**src/rtl/div32_iter.sv**
```systemverilog
// Iterative radix-2 restoring divider with RISC-V DIV/DIVU/REM/REMU semantics.
// One quotient bit per cycle; start/busy/valid handshake lets the pipeline stall on it.
module div32_iter #(
    parameter int W  = 32,
    parameter int CW = 6
) (
    input  logic         clk,
    input  logic         rst_n,
    input  logic         start,
    input  logic [W-1:0] a,
    input  logic [W-1:0] b,
    input  logic         mode,
    output logic         busy,
    output logic         valid,
    output logic [W-1:0] quo,
    output logic [W-1:0] rem,
    output logic         dz
);

    typedef enum logic [1:0] {S_IDLE, S_DIV, S_FIX} state_t;
    typedef enum logic [1:0] {SP_NONE, SP_DZ, SP_OVF} special_t;

    localparam logic [W-1:0] MIN_NEG = {1'b1, {(W-1){1'b0}}};

    state_t        state;
    special_t      special;
    logic [CW-1:0] cnt;
    logic [W-1:0]  prem;     // partial remainder
    logic [W-1:0]  dvd;      // dividend shifting out, quotient shifting in
    logic [W-1:0]  dvs;
    logic [W-1:0]  a_cap;
    logic          sign_q;
    logic          sign_r;

    logic [W-1:0]  abs_a;
    logic [W-1:0]  abs_b;
    logic [W:0]    trial;
    logic          ge;

    assign abs_a = (mode && a[W-1]) ? (~a + W'(1)) : a;
    assign abs_b = (mode && b[W-1]) ? (~b + W'(1)) : b;

    // prem < dvs holds throughout, so a W+1-bit difference cannot wrap and its MSB is the borrow.
    assign trial = {prem, dvd[W-1]} - {1'b0, dvs};
    assign ge    = ~trial[W];

    // NOTE: all state uses non-blocking assignments so every register samples pre-edge values.
    always_ff @(posedge clk or negedge rst_n) begin
        if (!rst_n) begin
            // NOTE: every register, including the datapath, is reset so no X ever reaches quo/rem.
            state   <= S_IDLE;
            special <= SP_NONE;
            cnt     <= '0;
            prem    <= '0;
            dvd     <= '0;
            dvs     <= '0;
            a_cap   <= '0;
            sign_q  <= 1'b0;
            sign_r  <= 1'b0;
            busy    <= 1'b0;
            valid   <= 1'b0;
            quo     <= '0;
            rem     <= '0;
            dz      <= 1'b0;
        end else begin
            valid <= 1'b0;
            case (state)
                S_IDLE: begin
                    if (start) begin
                        a_cap  <= a;
                        dvd    <= abs_a;
                        dvs    <= abs_b;
                        prem   <= '0;
                        cnt    <= CW'(W);
                        sign_q <= mode & (a[W-1] ^ b[W-1]);
                        sign_r <= mode & a[W-1];
                        busy   <= 1'b1;
                        if (b == '0) begin
                            special <= SP_DZ;
                            state   <= S_FIX;
                        end else if (mode && a == MIN_NEG && (&b)) begin
                            special <= SP_OVF;
                            state   <= S_FIX;
                        end else begin
                            special <= SP_NONE;
                            state   <= S_DIV;
                        end
                    end
                end

                S_DIV: begin
                    prem <= ge ? trial[W-1:0] : {prem[W-2:0], dvd[W-1]};
                    dvd  <= {dvd[W-2:0], ge};
                    cnt  <= cnt - CW'(1);
                    if (cnt == CW'(1)) begin
                        state <= S_FIX;
                    end
                end

                S_FIX: begin
                    case (special)
                        SP_DZ: begin
                            quo <= '1;
                            rem <= a_cap;
                            dz  <= 1'b1;
                        end
                        SP_OVF: begin
                            quo <= a_cap;
                            rem <= '0;
                            dz  <= 1'b0;
                        end
                        default: begin
                            quo <= sign_q ? (~dvd + W'(1)) : dvd;
                            rem <= sign_r ? (~prem + W'(1)) : prem;
                            dz  <= 1'b0;
                        end
                    endcase
                    valid <= 1'b1;
                    busy  <= 1'b0;
                    state <= S_IDLE;
                end

                default: begin
                    state <= S_IDLE;
                    busy  <= 1'b0;
                end
            endcase
        end
    end

endmodule

```
**config.mk**
```make
export PLATFORM = sky130hd
export DESIGN_NAME = div32_iter
export DESIGN_NICKNAME = d
export VERILOG_FILES = /design/src/rtl/div32_iter.sv
export SDC_FILE = /design/constraint.sdc
export NUM_CORES = 1
export LEC_CHECK = 0
export ABC_CLOCK_PERIOD_IN_PS = 8700
export CAP_MARGIN = 20
export CORE_UTILIZATION = 50
export CTS_CLUSTER_SIZE = 8
export DETAILED_ROUTE_END_ITERATION = 10
export PLACE_DENSITY = 0.72
export SYNTH_ARGS = -nofsm -noshare
export SYNTH_HDL_FRONTEND = slang
export SYNTH_SLANG_ARGS = --single-unit
```
**constraint.sdc**
```tcl
create_clock -name clk -period 8.7 [get_ports clk]
set_input_delay 1.74 -clock clk [delete_from_list [all_inputs] [get_ports clk]]
set_output_delay 1.74 -clock clk [all_outputs]
set_load 0.03 [all_outputs]
```
# Yosys cells after proc, flatten, opt, wreduce, memory -nomap -nowiden
# Index checks and enable logic that the tools add are counted.
# Widths: inputs -> output; s select.
[classes]
n_addsub = 6
eq_ne = 8
muxes = 24
bitwise = 9
reduce_logical = 12
[op_table]
columns = ["op", "count"]
rows = [
  ["$pmux 32 s2", 4],
  ["$mux 32", 7],
  ["$add 32x1->32 const B", 4],
  ["$not 32->32", 4],
  ["$sub 33x32->33", 1],
  ["$eq 32x32->1 const B", 1],
  ["$logic_not 32->1", 1],
  ["$reduce_and 32->1", 1],
  ["$mux 2", 6],
  ["$pmux 6 s2", 1],
  ["$reduce_and 2->1", 4],
  ["$eq 6x1->1 const B", 1],
  ["$mux 6", 1],
  ["$sub 6x1->6 const B", 1],
  ["$eq 2x1->1 const B", 2],
  ["$eq 2x2->1 const B", 2],
  ["$logic_and 1x1->1", 4],
  ["$ne 2x2->1 const B", 2],
  ["$pmux 2 s2", 1],
  ["$mux 1", 3],
  ["$and 1x1->1", 2],
  ["$logic_not 2->1", 1],
  ["$not 1->1", 2],
  ["$pmux 1 s2", 1],
  ["other kinds (2)", 2],
]
[word_totals]
regBits = 207
inputBits = 68

# Depth between registers and ports, before layout
# Gate-level depths: netlist (run 1).
[depth]
ltp_word = 7
depth_mapped = 12
mapped_depth_nobuf = 11

# Worst setup path before layout (run 1)
# No wires, ideal clock.
[synth_path]
path_kind = "input port to flip-flop"
from = "input port a[13]"
to = "register dvd[26]"
setup_time_ns = 0.076
arrival_time_ns = 3.739
required_ns = 8.624
path_slack_ns = 4.885
stages = 8
cell_sequence = "or4_4 or4b_4 nor4_4 nand2b_2 o31ai_2 xor2_1 o31a_1 o21ai_1"
[synth_between]
elab_chain_len = 5
[synth_lines]
columns = ["item", "line_no", "source"]
rows = [
  ["start, declared", "10", "input logic [W-1:0] a,"],
  ["$not 32->32", "40", "assign abs_a = (mode && a[W-1]) ? (~a + W'(1)) : a;"],
  ["$add 32x1->32", "40", ""],
  ["$mux 32", "40", ""],
  ["$mux 32", "69", "if (start) begin"],
  ["$pmux 32 s2", "67", "case (state)"],
  ["end signal, assigned", "71", "dvd <= abs_a;"],
  ["end signal, assigned", "93", "dvd <= {dvd[W-2:0], ge};"],
  ["end, declared", "29", "logic [W-1:0] dvd;"],
]
# Every way passes these cells. The select of a mux whose other input is x is not followed.
# A chain may end at the register's enable or synchronous reset.

# Worst setup path in the final report (run 1)
[layout_path]
from = "input port start"
to = "register dvs[30]"
[layout_between]
elab_chain_len = 1
[layout_lines]
columns = ["item", "line_no", "source"]
rows = [
  ["start, declared", "9", "input logic start,"],
  ["$reduce_and 2->1 (no line)", "-", ""],
  ["end signal, assigned", "72", "dvs <= abs_b;"],
  ["end, declared", "30", "logic [W-1:0] dvs;"],
]
# Every way passes these cells.

==> results.yml, run 1 <==
timing:
  fmax_mhz: 201
  rsz0062_at_grt: "no"
  slew_headroom_pct: 29.5
  hold_viol_final: 0
  tightest_slew_ns: 1.06
  finalSetupViolCount: 0
  setup-tns-final_ns: 0
  fin_crit_ns: 4.97
  min_period_over_period_pct: 57.1
  slew_violations: 0
  skew_ns: 0.0175
route:
  num_vias: 12000
  drtAntennaViolNets: 0
  dr.first_iter.drc_count: 1013
  routed_via_density: 6.07
  dr.pass1.iters: 5
  totalWireLength_mm: 39.2
  routedWlPerCell_microns: 19.8
  drc_errors: 0
yosys:
  syn_area_sq_um: 13200
  synth_edf_count: 0
  synth_common_cells: "nand2_1, dfrtp_1, o21ai_0, nor2_1, xnor2_1"
  synth-async-reset-ratio_pct: 100
  synth_top_area_share_pct: 39.1
  yosys.area.top_type: "dfrtp_1"
  synth_warnings: 0
  yosysMostFrequentCell: "nand2_1"
  yosysUniqueCellTypes: 73
  synth.avg_cell_area_sq_um: 8.55
  synth.ff_latch_count: 207
  ys_seq_area_share_pct: 39.1
  ys_top_cells_by_area: "dfrtp_1, nand2_1, o21ai_0"
  synthCells: 1550
  synth_nets: 1660
  ys.flop_type: "dfrtp_1"
power:
  p_seq_share_pct: 28.5
  p_per_area_nw_per_um2: 436
  clock_power_share_pct: 14.6
  p_leak_nw: 6.50
  intPower_mw: 3.61
  switching_share_pct: 47.0
  ir_worst_vdd_mv: 0.252
  p_sw_mw: 3.19
  pwr-share-comb_pct: 56.9
  total_power_mw: 6.80
critical_path:
  critPathCaptureType: "register"
  required_ns: 9.19
  crit_chain: "clkdlybuf4s50_1, inv_1, a21oi_1, nand2_2, buf_4, a2111oi_0, a41oi_1, nand2_1"
  path_max_fanout: 44
  reg2reg_slack_ns: 4.64
  cp.arrival_ns: 5.46
  critPathBufInv: 3
  cp_top_family: "compound AO/OA/AOI/OAI gates"
  worst_setup_path_start_kind: "primary input"
  crit_slowest_cell: "a21oi_1"
  crit_type: "primary input to register"
  slowest_delay_ns: 0.92
  rr_startpoint: "state[0]$_DFFE_PN0P_"
  worstRegToRegCells: 8
  rr_endpoint: "dvs[30]$_DFFE_PN0P_"
final_layout:
  n_fill_cell: 2321
  seqCellArea_sq_um: 5180
  drive_gt1_share_pct: 5.42
  area_growth_pct: 17.6
  num-nets-final: 1751
  antenna_cells: 0
  multi_input_area_sq_um: 7520
  design_area_sq_um: 15600
clock_network:
  worstSkewPairLatency_ns: 0.56
  cts_buffers: 29
  cts_hold_buf: 0
  cts_tree: "built"
  post_cts_buffers: 0
  clk_pin_slew_ns: 0.05
  h-tree-depth: 1
  root_buffer: "clkbuf_16"
  cts_buffer_depth: 3
  cts.repair.resized: 0
  cts.sinks: 207
min_path:
  hp-start: "quo[12]$_DFFE_PN0P_"
  whs_endpoint: "quo[12]$_DFFE_PN0P_"
  hold_depth: 2
  hp-class: "register to register"
placement:
  dpl_cell_area_sq_um: 14800
  place_congestion: 0.920
  dp_hpwl_mm: 27.8
  numPortBuffers: 134
global_routing:
  grt_max_degree: 101
  grt.overflow.total: 0
  antenna_found_initial: 1
  grt_pass1_wl_mm: 61.8
  grt.total_usage_pct: 29.3
  grt_pass1_vias: 11217
flow_run:
  maxCapViolations: 0
die:
  die_h_microns: 165
  num_rows: 59
  dieArea_sq_um: 27200
  die_w_microns: 165
  io_pins: 135
  core_sq_um: 26100
  initial_core_util_pct: 50.8
status:
  status: "complete, no violations"
-- worst max path at each step --
| stage | from | endpoint | slack, ns | cells after the start |
|---|---|---|---|---|
| after floorplan | a[13] | dvd[26]$_DFFE_PN0P_ | 4.88 | 8 |
| after global placement | start | dvs[30]$_DFFE_PN0P_ | 3.38 | 8 |
| after detailed placement | start | dvs[30]$_DFFE_PN0P_ | 3.26 | 8 |
| after CTS | start | dvs[30]$_DFFE_PN0P_ | 3.83 | 8 |
| after global routing | start | dvs[30]$_DFFE_PN0P_ | 3.44 | 8 |
| final | start | dvs[30]$_DFFE_PN0P_ | 3.73 | 8 |
-- tightest hold or removal path, stage by stage, from the launching register on --
cell	delay, ns
dfrtp_1	0.34
nand2_1	0.04
o21ai_0	0.06
-- final cells by class --
cell class | count | area share (%)
Multi-Input combinational cell | 1191 | 48.3
Sequential cell | 207 | 33.2
Timing Repair Buffer | 151 | 9.50
Clock buffer | 30 | 4.68
Tap cell | 335 | 2.69
Inverter | 61 | 1.47
Clock inverter | 1 | 0.128
-- power groups by stage --
stage                     logic [mW]  registers [mW]  clock network, mW
after floorplan                 2.54            2.04                  0
after global placement          3.75            1.93                  0
after detailed placement        3.81            1.94                  0
after CTS                       3.83            1.93               1.01
after global routing            4.27            1.99               1.04
final                           3.87            1.94              0.994
-- stage by stage --
stage / util, % / setup WS, ns / instances / hold slack (ns)
3_3_place_gp: 56.8 / 3.38 / 1943 / 0.462
4_1_cts: 59.7 / 3.83 / 1974 / 0.485
6_report: 59.8 / 3.73 / 1976 / 0.476
5_1_grt: 59.8 / 3.44 / 1976 / 0.501
2_1_floorplan: - / 4.88 / 1550 / 0.450
3_5_place_dp: 56.8 / 3.26 / 1943 / 0.472
-- registers in the layout, summed over array words and instances (netlist names), 2 cells and up --
name	count
state	2
special	2
dvd	32
quo	32
dvs	32
rem	32
prem	32
cnt	6
a_cap	32
-- cells in the final DEF, fill, tap and decap left out, types with 5 or more instances in the layout --
master / n
nand2_1: 262
dfrtp_1: 207
o21ai_0: 171
clkdlybuf4s50_1: 133
nor2_1: 108
xnor2_1: 93
a21oi_1: 69
inv_1: 60
xor2_1: 55
a221oi_1: 55
ha_1: 40
o31ai_1: 29
clkbuf_16: 29
nand3_1: 21
mux2i_1: 20
nor3_1: 18
nand2b_1: 16
buf_4: 16
a21o_1: 15
o41ai_1: 15
or4_1: 14
a32oi_1: 14
nand4_1: 13
a31oi_1: 13
a22oi_1: 13
or3_1: 10
o211ai_1: 9
o31a_1: 9
nor4_1: 8
and3_1: 8
o21a_1: 5
o22ai_1: 5
or2_2: 5
-- kinds of logic after synthesis --
kind of cell             after synthesis  synth area share (%)
flip-flops                           207                  39.1
AO/OA/AOI/OAI                        459                  22.8
XOR/XNOR                             149                  9.91
buffers and inverters                152                  4.37
multiplexers                          22                  1.68
AND/OR/NAND/NOR                      519                  18.1
adder cells (fa/ha/maj)               42                  4.02
-- routing by layer --
layer / up-vias / track usage [%] / share of wire [%]
li1: 5703 / - / -
met1: 5740 / 42.7 / 46
met2: 476 / 43.9 / 43
met3: 81 / 4.42 / 7.2
met4: 0 / 10.8 / 3.4
met5: - / 0 / 0
No activity file was read; power rests on OpenSTA's default activity.
==> run 2, diff against run 1 <==
ABC_CLOCK_PERIOD_IN_PS = 5100   (was 8700)
clock period = 5.1 ns   (was 8.7 ns; I/O delays follow)
==> run 2 against run 1 <==
- via count up 1.6%
- cell count up 0.10%
- total power up 70%
- utilization about the same
- clock skew up 0.0055 ns
- register-to-register slack worse by 3.1 ns
- sequential cell count unchanged
- combinational power up 69%
- largest power group unchanged
==> results.yml, run 2 (same netlist as run 1, synthesis figures left out) <==
status:
  status: "complete, no violations"
final_layout:
  stdcell_count: 1978
  mostFrequentLayoutCell: "nand2_1"
  antenna_cells: 0
  n_fill_cell: 2311
  area_growth_pct: 17.7
  drive_gt1_share_pct: 5.54
  design_area_sq_um: 15600
  final_cell_mix: "nand2_1, dfrtp_1, o21ai_0"
  num-nets-final: 1753
clock_network:
  cts.repair.resized: 0
  h-tree-depth: 1
  cts_buffers: 29
  cts.sinks: 207
  worstSkewPairLatency_ns: 0.56
  cts_hold_buf: 0
  cts_buffer_depth: 3
  clk_pin_slew_ns: 0.05
  root_buffer: "clkbuf_16"
  cts_tree: "built"
  post_cts_buffers: 0
power:
  p_leak_nw: 6.51
  p_per_area_nw_per_um2: 743
  ir_worst_vdd_mv: 0.488
timing:
  slew_violations: 0
  fin_crit_ns: 3.53
  rsz0062_at_grt: "no"
  slew_headroom_pct: 25.2
  skew_ns: 0.0231
  hold_viol_final: 0
  hold_ws_ns: 0.472
  min_period_over_period_pct: 69.3
  fmax_mhz: 283
  tightest_slew_ns: 1.12
  setup-tns-final_ns: 0
  finalSetupViolCount: 0
global_routing:
  grt.total_usage_pct: 29.6
  antenna_found_initial: 0
  grt_pass1_wl_mm: 62.8
  grt_pass1_vias: 11456
  grt.overflow.total: 0
  grt_max_degree: 113
route:
  drtAntennaViolNets: 0
  dr.pass1.iters: 5
  totalWireLength_mm: 39.2
  routed_via_density: 6.16
  routedWlPerCell_microns: 19.8
  num_vias: 12187
  dr.first_iter.drc_count: 1222
  drc_errors: 0
placement:
  placed_cells: 1946
  numPortBuffers: 134
  dp_hpwl_mm: 27.9
  dpl_cell_area_sq_um: 14800
  place_congestion: 0.919
min_path:
  hp-class: "register to register"
  hold_depth: 2
critical_path:
  required_ns: 5.58
  reg2reg_slack_ns: 1.57
  path_max_fanout: 21
  cp.arrival_ns: 4.01
  crit_type: "register to register"
  worst_setup_path_start_kind: "register"
  worstRegToRegCells: 12
  critPathCaptureType: "register"
die:
  dieArea_sq_um: 27200
  die_w_microns: 165
  die_h_microns: 165
  io_pins: 135
  core_sq_um: 26100
  initial_core_util_pct: 50.8
  num_rows: 59
flow_run:
  maxCapViolations: 0
run 2: worst paths after layout:
check / start / to
hold / removal: quo[9]$_DFFE_PN0P_ / quo[9]$_DFFE_PN0P_
setup reg to reg: dvd[31]$_DFFE_PN0P_ / prem[27]$_DFFE_PN0P_
max in group asynchronous: rst_n / dvs[21]$_DFFE_PN0P_
setup / recovery: dvd[31]$_DFFE_PN0P_ / prem[27]$_DFFE_PN0P_
hold reg to reg: quo[9]$_DFFE_PN0P_ / quo[9]$_DFFE_PN0P_
min in group asynchronous: rst_n / quo[12]$_DFFE_PN0P_
run 2: per-layer routing:
layer	part of all wire, %	GRT usage (%)
met2	44	44.5
met3	8.0	4.27
met1	45	42.8
met4	3.6	11.2
met5	0	0
run 2: critical path, stage by stage, from the launching register on:
cell and delay [ns]:
dfrtp_1 0.34, inv_1 0.13, ha_1 0.25, fa_1 0.41, nor2b_1 0.17, o31ai_1 0.14, a211oi_2 0.38, o211ai_1 0.24
o211ai_2 0.30, xor2_2 0.23, buf_4 0.40, mux2_2 0.38, o211ai_1 0.08
run 2: final cells by class:
class / instances / area, sq um / area share [%]
multi-input combinational: 1191 / 7520 / 48.3
sequential: 207 / 5180 / 33.2
timing repair buffer: 153 / 1490 / 9.54
clock buffer: 30 / 729 / 4.68
tap: 335 / 419 / 2.69
inverter: 61 / 229 / 1.47
clock inverter: 1 / 20.0 / 0.128
run 2: through the flow:
stage | setup WS [ns] | power [mW] | utilization, %
2_1_floorplan | 2.00 | 7.81 | -
5_1_grt | 1.43 | 12.5 | 59.8
3_5_place_dp | 1.24 | 9.79 | 56.9
4_1_cts | 1.54 | 11.5 | 59.8
6_report | 1.57 | 11.6 | 59.8
3_3_place_gp | 1.26 | 9.65 | 56.9
run 2: power breakdown:
part | switching [mW] | internal [mW]
clock network | 0.704 | 0.996
logic | 3.82 | 2.72
registers | 0.911 | 2.44
total | 5.43 | 6.15
==> run 3, diff against run 2 <==
ABC_CLOCK_PERIOD_IN_PS = 3500   (was 5100)
clock period = 3.5 ns   (was 5.1 ns; I/O delays follow)
==> run 3 against run 2 <==
- clock power up 46%
- sequential cell count unchanged
- total power rose by 49%
- maximum frequency is 6.3% higher
- clock-buffer cell count unchanged
- non-clock buffer count rose by 41
- largest cell class unchanged
==> results.yml, run 3 (same netlist as run 1, synthesis figures left out) <==
clock_network:
  root_buffer: "clkbuf_16"
  h-tree-depth: 1
  cts_buffers: 29
  cts_tree: "built"
  clk_pin_slew_ns: 0.05
  worstSkewPairLatency_ns: 0.57
  cts.sinks: 207
  post_cts_buffers: 0
  cts_buffer_depth: 3
die:
  initial_core_util_pct: 50.8
  dieArea_sq_um: 27200
  num_rows: 59
  die_h_microns: 165
  die_w_microns: 165
  core_sq_um: 26100
  io_pins: 135
final_layout:
  finish.utilization_pct: 61.2
  drive_gt1_share_pct: 7.96
  stdcell_count: 2019
  final_cell_mix: "nand2_1, dfrtp_1, o21ai_0"
  antenna_cells: 0
  num-nets-final: 1794
  n_fill_cell: 2294
  area_growth_pct: 20.5
  mostFrequentLayoutCell: "nand2_1"
critical_path:
  worst_setup_path_start_kind: "register"
  crit_slowest_cell: "fa_1"
  slowest_delay_ns: 0.41
  critPathCaptureType: "register"
  crit_path_start: "dvd[31]$_DFFE_PN0P_"
  required_ns: 3.92
  worstRegToRegCells: 14
  crit_type: "register to register"
  crit_cells: 14
  rr_startpoint: "dvd[31]$_DFFE_PN0P_"
  critPathBufInv: 4
  rr_endpoint: "prem[6]$_DFFE_PN0P_"
  cp.arrival_ns: 3.74
  crit_path_end: "prem[6]$_DFFE_PN0P_"
  cpMostUsedCell: "buf_12"
  cp_top_family: "compound AO/OA/AOI/OAI gates"
  path_max_fanout: 11
  reg2reg_slack_ns: 0.18
  crit_chain: "inv_1, ha_1, fa_1, nor2b_1, o31ai_1, buf_4, a211oi_2, o211ai_1, o211ai_2, xor2_2, buf_12, buf_12, mux2i_1, o21ai_0"
global_routing:
  grt.overflow.total: 0
  grt.total_usage_pct: 29.7
  grt_pass1_vias: 11440
  grt_max_degree: 83
  antenna_found_initial: 0
  grt_pass1_wl_mm: 62.9
power:
  p_per_area_nw_per_um2: 1080
  ir_worst_vdd_mv: 0.619
  p_leak_nw: 6.73
placement:
  placed_cells: 1988
  place_congestion: 0.924
  numPortBuffers: 134
  dp_hpwl_mm: 28.6
timing:
  slew_violations: 0
  tightest_slew_ns: 1.15
  rsz0062_at_grt: "no"
  fmax_mhz: 301
  fin_crit_ns: 3.32
  hold_viol_final: 0
  slew_headroom_pct: 23.6
  skew_ns: 0.0166
  finalSetupViolCount: 0
  min_period_over_period_pct: 94.9
  setup-tns-final_ns: 0
route:
  totalWireLength_mm: 39.9
  drc_errors: 0
  num_vias: 12258
  drtAntennaViolNets: 0
  dr.pass1.iters: 5
  routed_via_density: 6.07
  dr.first_iter.drc_count: 1013
  routedWlPerCell_microns: 19.8
status:
  status: "complete, no violations"
min_path:
  hp-class: "primary input to asynchronous set/reset pin"
flow_run:
  maxCapViolations: 0
==> run 3: cell types whose count changed in the layout (fill, tap and decap cells not counted) <==
| cell | change |
|---|---|
| nand2_1 | -1 |
| xnor2_1 | -1 |
| xnor2_2 | +1 |
| nand2_2 | +1 |
| buf_12 | +4 |
| buf_4 | +37 |
==> run 3: metrics by stage <==
stage               setup slack (ns)  cell area [sq um]  power, mW  hold WS (ns)
finish                         0.177              16000       17.2         0.186
global route                 0.00841              16000       18.5         0.247
CTS                            0.143              15900       17.2         0.215
detailed placement            0.0316              15200       14.6         0.470
global placement              0.0977              15200       14.4         0.460
floorplan                      0.623              13200       11.4         0.404
==> run 3: final cells by class <==
| type | count | area [sq um] | area share (%) |
|---|---|---|---|
| inverter | 61 | 229 | 1.43 |
| tap | 335 | 419 | 2.63 |
| multi-input combinational | 1191 | 7530 | 47.2 |
| clock buffer | 30 | 729 | 4.57 |
| timing repair buffer | 194 | 1850 | 11.6 |
| clock inverter | 1 | 20.0 | 0.125 |
| sequential | 207 | 5180 | 32.5 |
==> run 3: power by group <==
group / internal [mW] / switching (mW) / leakage [nW]
sequential: 3.56 / 1.23 / 2.55
clock: 1.45 / 1.04 / 0.368
combinational: 4.24 / 5.73 / 3.82
==> run 3: layer usage <==
layer	vias up	part of all wire, %	track usage, %
met5	-	0	0
met4	0	2.5	8.63
met3	68	6.9	2.94
met2	531	46	46.7
met1	5880	45	43.2
li1	5779	-	-
==> run 3: worst register-to-register path: stages, from the launching register on <==
cell      delay, ns
dfrtp_1        0.36
inv_1          0.09
ha_1           0.24
fa_1           0.42
nor2b_1        0.16
o31ai_1        0.09
buf_4          0.15
a211oi_2       0.24
o211ai_1       0.23
o211ai_2       0.32
xor2_2         0.24
buf_12         0.19
buf_12         0.16
mux2i_1        0.20
o21ai_0        0.10
==> run 3: worst min path at each step <==
stage                             start                    end  slack, ns  cells past startpoint
global placement     quo[9]$_DFFE_PN0P_     quo[9]$_DFFE_PN0P_       0.46                      2
detailed placement  quo[19]$_DFFE_PN0P_    quo[19]$_DFFE_PN0P_       0.47                      2
floorplan                         rst_n   a_cap[0]$_DFFE_PN0P_       0.40                      0
CTS                               rst_n    quo[11]$_DFFE_PN0P_       0.21                      1
global route                      rst_n    quo[11]$_DFFE_PN0P_       0.25                      1
finish                            rst_n  a_cap[11]$_DFFE_PN0P_       0.19                      1
==> run 3: repair_timing <==
| action | 4_1_cts | 5_1_grt |
|---|---|---|
| hold buffers | 0 | 0 |
| gates resized for setup | 0 | 2 |
| setup endpoints to repair | 0 | 12 |
==> RTL change 1 (config.mk and constraints of run 3) <==
Set the parameter `CW` to 8 (it was 6).
--- a/src/rtl/div32_iter.sv
+++ b/src/rtl/div32_iter.sv
@@ -2,7 +2,7 @@
 // One quotient bit per cycle; start/busy/valid handshake lets the pipeline stall on it.
 module div32_iter #(
     parameter int W  = 32,
-    parameter int CW = 6
+    parameter int CW = 8
 ) (
     input  logic         clk,
     input  logic         rst_n,
Formal check against the unedited RTL: same outputs for any inputs over 10 cycles, from zero or initial values and one cycle with rst_n low; that may be too few to reach the edited logic, so the function may still have changed.
==> RTL change 1 against run 3 <==
The run now ends with DRC left; wire length decreased by 3.0%; final area rose by 2.3%; sequential cell count up 2; first-iteration DRC count increased by 2.6%; hold slack worse by 0.018 ns; synthesized area up 2.0%; worst setup slack improved by 0.026 ns; synthesized cell count rose by 4.5%; via count rose by 3.1%; clock skew shrank 0.0096 ns; total power increased by 0.33%; largest cell class unchanged; largest power group unchanged.
==> RTL change 1: results (changes against run 3) <==
metric	value	unit	change
Clock Tree Root	clkbuf_16		
synth cell count leaders	284 x nand2_1, 209 x dfrtp_1, 149 x o21ai_0		
final std cells w/o fill	2091		+3.6%
1st-iter DRT viols	1039		+2.6%
Leakage	0.006981	µW	+3.7%
Setup WS post-layout	0.2032	ns	+0.02636 ns
fillers	2306		+0.52%
final weighted congestion in routability-driven placement	0.9347		+1.1%
Synth Area in Compound Gates	23.09	%	+0.31 points
residual DRC count	13		+13
Wirelength per Cell	18.52	µm	-6.3%
first-pass GRT wire length	62590	µm	-0.42%
later-pin clock latency in the skew report	0.54	ns	-0.03 ns
Critical-path top delay cell	or4_4		
dpl cell area	0.01550	mm²	+2.0%
Layout Nets	1863		+3.8%
Util after Layout	62.11	%	+0.87 points
Crit Path Max Fanout	24		+13
sequential cell area fraction in the yosys report	38.69	%	-0.42 points
xor and xnor area share after synthesis	9.329	%	-0.58 points
top cell type's share of synthesized area	38.69	%	-0.42 points
Sequential Power Share	27.7	%	about the same
pin count of the biggest net entering global routing	97		+17%
count of multi-input gates	1250		+5.0%
Slew headroom	28.68	%	+5.0 points
sequential cell power	4800	µW	about the same
fraction of area in multi-input gates	47.16	%	-0.057 points
vias in the first global route	12120		+5.9%
mux share of post-synthesis cell area	0.07404	%	-1.6 points
status	complete, but fails checks		
pre-CTS WS	-0.1124	ns	-0.1441 ns
DP HPWL	28520	µm	-0.15%
NonClk Buf Share	11.94	%	+0.37 points
clock buffers	34		+13%
cts bufs inserted	30		+3.4%
Pre-Repair DR Iteration Count	10		+5
clk_skew	0.006935	ns	-0.009636 ns
Peak supply drop	501.0	µV	-19%
failing checks	DRC		
Syn Inst Count	1620		+4.5%
post-synth cell types	76		+4.1%
Area contributors post-synth	dfrtp_1 39%, nand2_1 7.9%, xnor2_1 5.6%, o21ai_0 5.5%, a221oi_1 3.9%		
Clock buffers and inverters, area share	5.006	%	+0.31 points
inverters	56		-8.2%
FFs & Latches	209		+0.97%
dpl cells	2056		+3.4%
Post-Synth Adder-Cell Area	3.943	%	-0.081 points
Clk pin slew, worst setup/hold paths	0.05	ns	about the same
global router's overall resource usage	27.76	%	-1.9 points
FF/Latch Area	0.005230	mm²	+0.97%
delay-heaviest family, CP	compound AO/OA/AOI/OAI gates		
share of cells above drive strength 1	7.517	%	-0.44 points
Sw Share	44.90	%	-1.5 points
routed via count	12640		+3.1%
Clk pwr share	15.0	%	+0.6 points
Signal buffers	206		+6.2%
critical path data arrival time	3.72	ns	-0.02 ns
slowest stage delay, CP	0.55	ns	+0.14 ns
Syn Nets	1730		+4.2%
[RTL change 1: cell count changes in the layout (fill, tap and decap cells not counted), sizes merged, moves of 13 or more]
cell | run 3 | this run
a32oi | 14 | 1
nor2 | 110 | 128
o21ai | 175 | 152
mux2i | 20 | 1
nand2 | 264 | 284
a221o | 0 | 18
a21oi | 69 | 83
[RTL change 1: worst paths after layout]
kind,start,to,slack (ns),cells past startpoint
worst max-delay path,dvd[31],prem[4],0.20,11
worst min-delay path,rst_n,quo[9],0.17,1
worst max register to register,dvd[31],prem[4],0.20,11
worst min register to register,dvs[30],dvs[30],0.47,2
max in group asynchronous,rst_n,prem[27],2.49,2
min in group clk,dvs[30],dvs[30],0.47,2
[RTL change 1: routing by layer]
layer	routed length, µm	track usage (%)	part of all wire [%]
met4	1179	10.19	3.0
met1	16660	36.62	43
met2	18340	46.78	47
met3	2537	3.517	6.6
met5	0	0	0
==> RTL change 2 (settings of run 3) <==
Without the edit above. The 3 states of `state_t` get a one-hot encoding in 3 bits.
--- a/src/rtl/div32_iter.sv
+++ b/src/rtl/div32_iter.sv
@@ -17,7 +17,7 @@
     output logic         dz
 );
 
-    typedef enum logic [1:0] {S_IDLE, S_DIV, S_FIX} state_t;
+    typedef enum logic [2:0] {S_IDLE = 3'b001, S_DIV = 3'b010, S_FIX = 3'b100} state_t;
     typedef enum logic [1:0] {SP_NONE, SP_DZ, SP_OVF} special_t;
 
     localparam logic [W-1:0] MIN_NEG = {1'b1, {(W-1){1'b0}}};
Check against the original RTL: same outputs for any inputs over 10 cycles, from zero or initial values and one cycle with rst_n low; not proved beyond that.
==> RTL change 2 against run 3 <==
Wire length fell by 2.4%; synthesized area fell by 0.68%; worst setup slack improved by 0.17 ns; sequential cell count rose by 1; final area fell by 0.85%.
Power is not compared: it rests on default switching activity, and its combinational part moved more than twofold at a synthesized area within 25%.
==> RTL change 2: results (changes against run 3) <==
metric	value	unit	change
NonClk Buf Share	10.67	%	-0.90 points
Clock buffers and inverters, area share	5.425	%	+0.73 points
Slew headroom	28.58	%	+4.9 points
Clk pin slew, worst setup/hold paths	0.06	ns	
Crit Path Max Fanout	7		-4
delay-heaviest family, CP	simple AND/OR/NAND/NOR gates		
pin count of the biggest net entering global routing	85		+2.4%
Peak supply drop	734.7	µV	
clk_skew	0.01262	ns	-0.003950 ns
Reg2Reg Depth	7		-7
H-tree levels	1		unchanged
Layout Nets	1794		unchanged
vias in the first global route	11610		+1.5%
cts bufs inserted	30		+3.4%
global router's overall resource usage	29.56	%	-0.12 points
critical path data arrival time	3.54	ns	-0.20 ns
GR Layer Usage met2	45.44	%	-1.3 points
inverters	58		-4.9%
# resized after CTS	0		unchanged
Pre-Repair DR Iteration Count	5		unchanged
sequential cell area fraction in the yosys report	39.57	%	+0.47 points
maximum root-to-sink buffer count	3		unchanged
slowest stage delay, CP	0.63	ns	+0.22 ns
fillers	2283		-0.48%
final weighted congestion in routability-driven placement	0.9427		+2.0%
max layer used	met5		
r2r setup slk	0.35	ns	+0.17 ns
initial antenna violation count	1		+1
Signal buffers	172		-11%
synth cell count leaders	239 x nand2_1, 207 x dfrtp_1, 168 x o21ai_0		
Ant. Diodes	0		unchanged
routed length on met3	2659	µm	-3.8%
mux share of post-synthesis cell area	1.902	%	+0.22 points
area of the multi-input gates	0.007432	mm²	-1.4%
DRT met1 WL	17530	µm	-1.9%
RR Endpoint	quo[26]		
Synth Area in Compound Gates	21.83	%	-0.95 points
Post-Synth Adder-Cell Area	4.051	%	+0.028 points
cell-internal power	6363	µW	
Area contributors post-synth	dfrtp_1 39%, nand2_1 6.8%, o21ai_0 6.4%, xnor2_1 6.1%, nor2_1 4.2%		
post-synth cell types	64		-12%
WL met2	17430	µm	-4.5%
Syn Nets	1677		+1.0%
first-pass GRT wire length	62960	µm	+0.16%
DP HPWL	28110	µm	-1.6%
count of multi-input gates	1214		+1.9%
status	complete, no violations		
routing usage on met3	3.965	%	+1.0 points
Seq/total area	32.91	%	+0.45 points
TritonCTS Sinks	208		+0.48%
vias per inst	5.975		-1.6%
Worst setup startpoint	dvd[13]		
met1 Use GR	42.16	%	-1.1 points
clock buffers	46		+53%
Critical-path top delay cell	or4_2		
xor and xnor area share after synthesis	9.386	%	-0.52 points
final WL	38960	µm	-2.4%
share of cells above drive strength 1	5.647	%	-2.3 points
1st-iter DRT viols	1010		-0.30%
## RTL change 2: changes by cell type after synthesis, sizes merged, moves of 7 or more
cell	run 3	this run
a21oi	69	87
nor2	110	148
a22oi	13	31
o21ai	175	168
xor2	56	49
a32oi	14	3
a221oi	55	45
o31a	9	0
nand2	264	239
nor3	20	32
clkbuf	83	76
## RTL change 2: metrics by stage
stage / cells / area [µm²] / setup slack [ns] / hold WS (ns) / power [µW]
6_report: 2035 / 15820 / 0.3466 / 0.1654 / 10700
3_3_place_gp: 1986 / 14940 / 0.1933 / 0.4627 / 7882
5_1_grt: 2035 / 15820 / 0.1540 / 0.2141 / 11430
4_1_cts: 2034 / 15790 / 0.3666 / 0.2137 / 10670
3_5_place_dp: 1986 / 14940 / 0.1550 / 0.4700 / 7974
2_1_floorplan: 1567 / 13160 / 0.5744 / 0.4044 / 6616
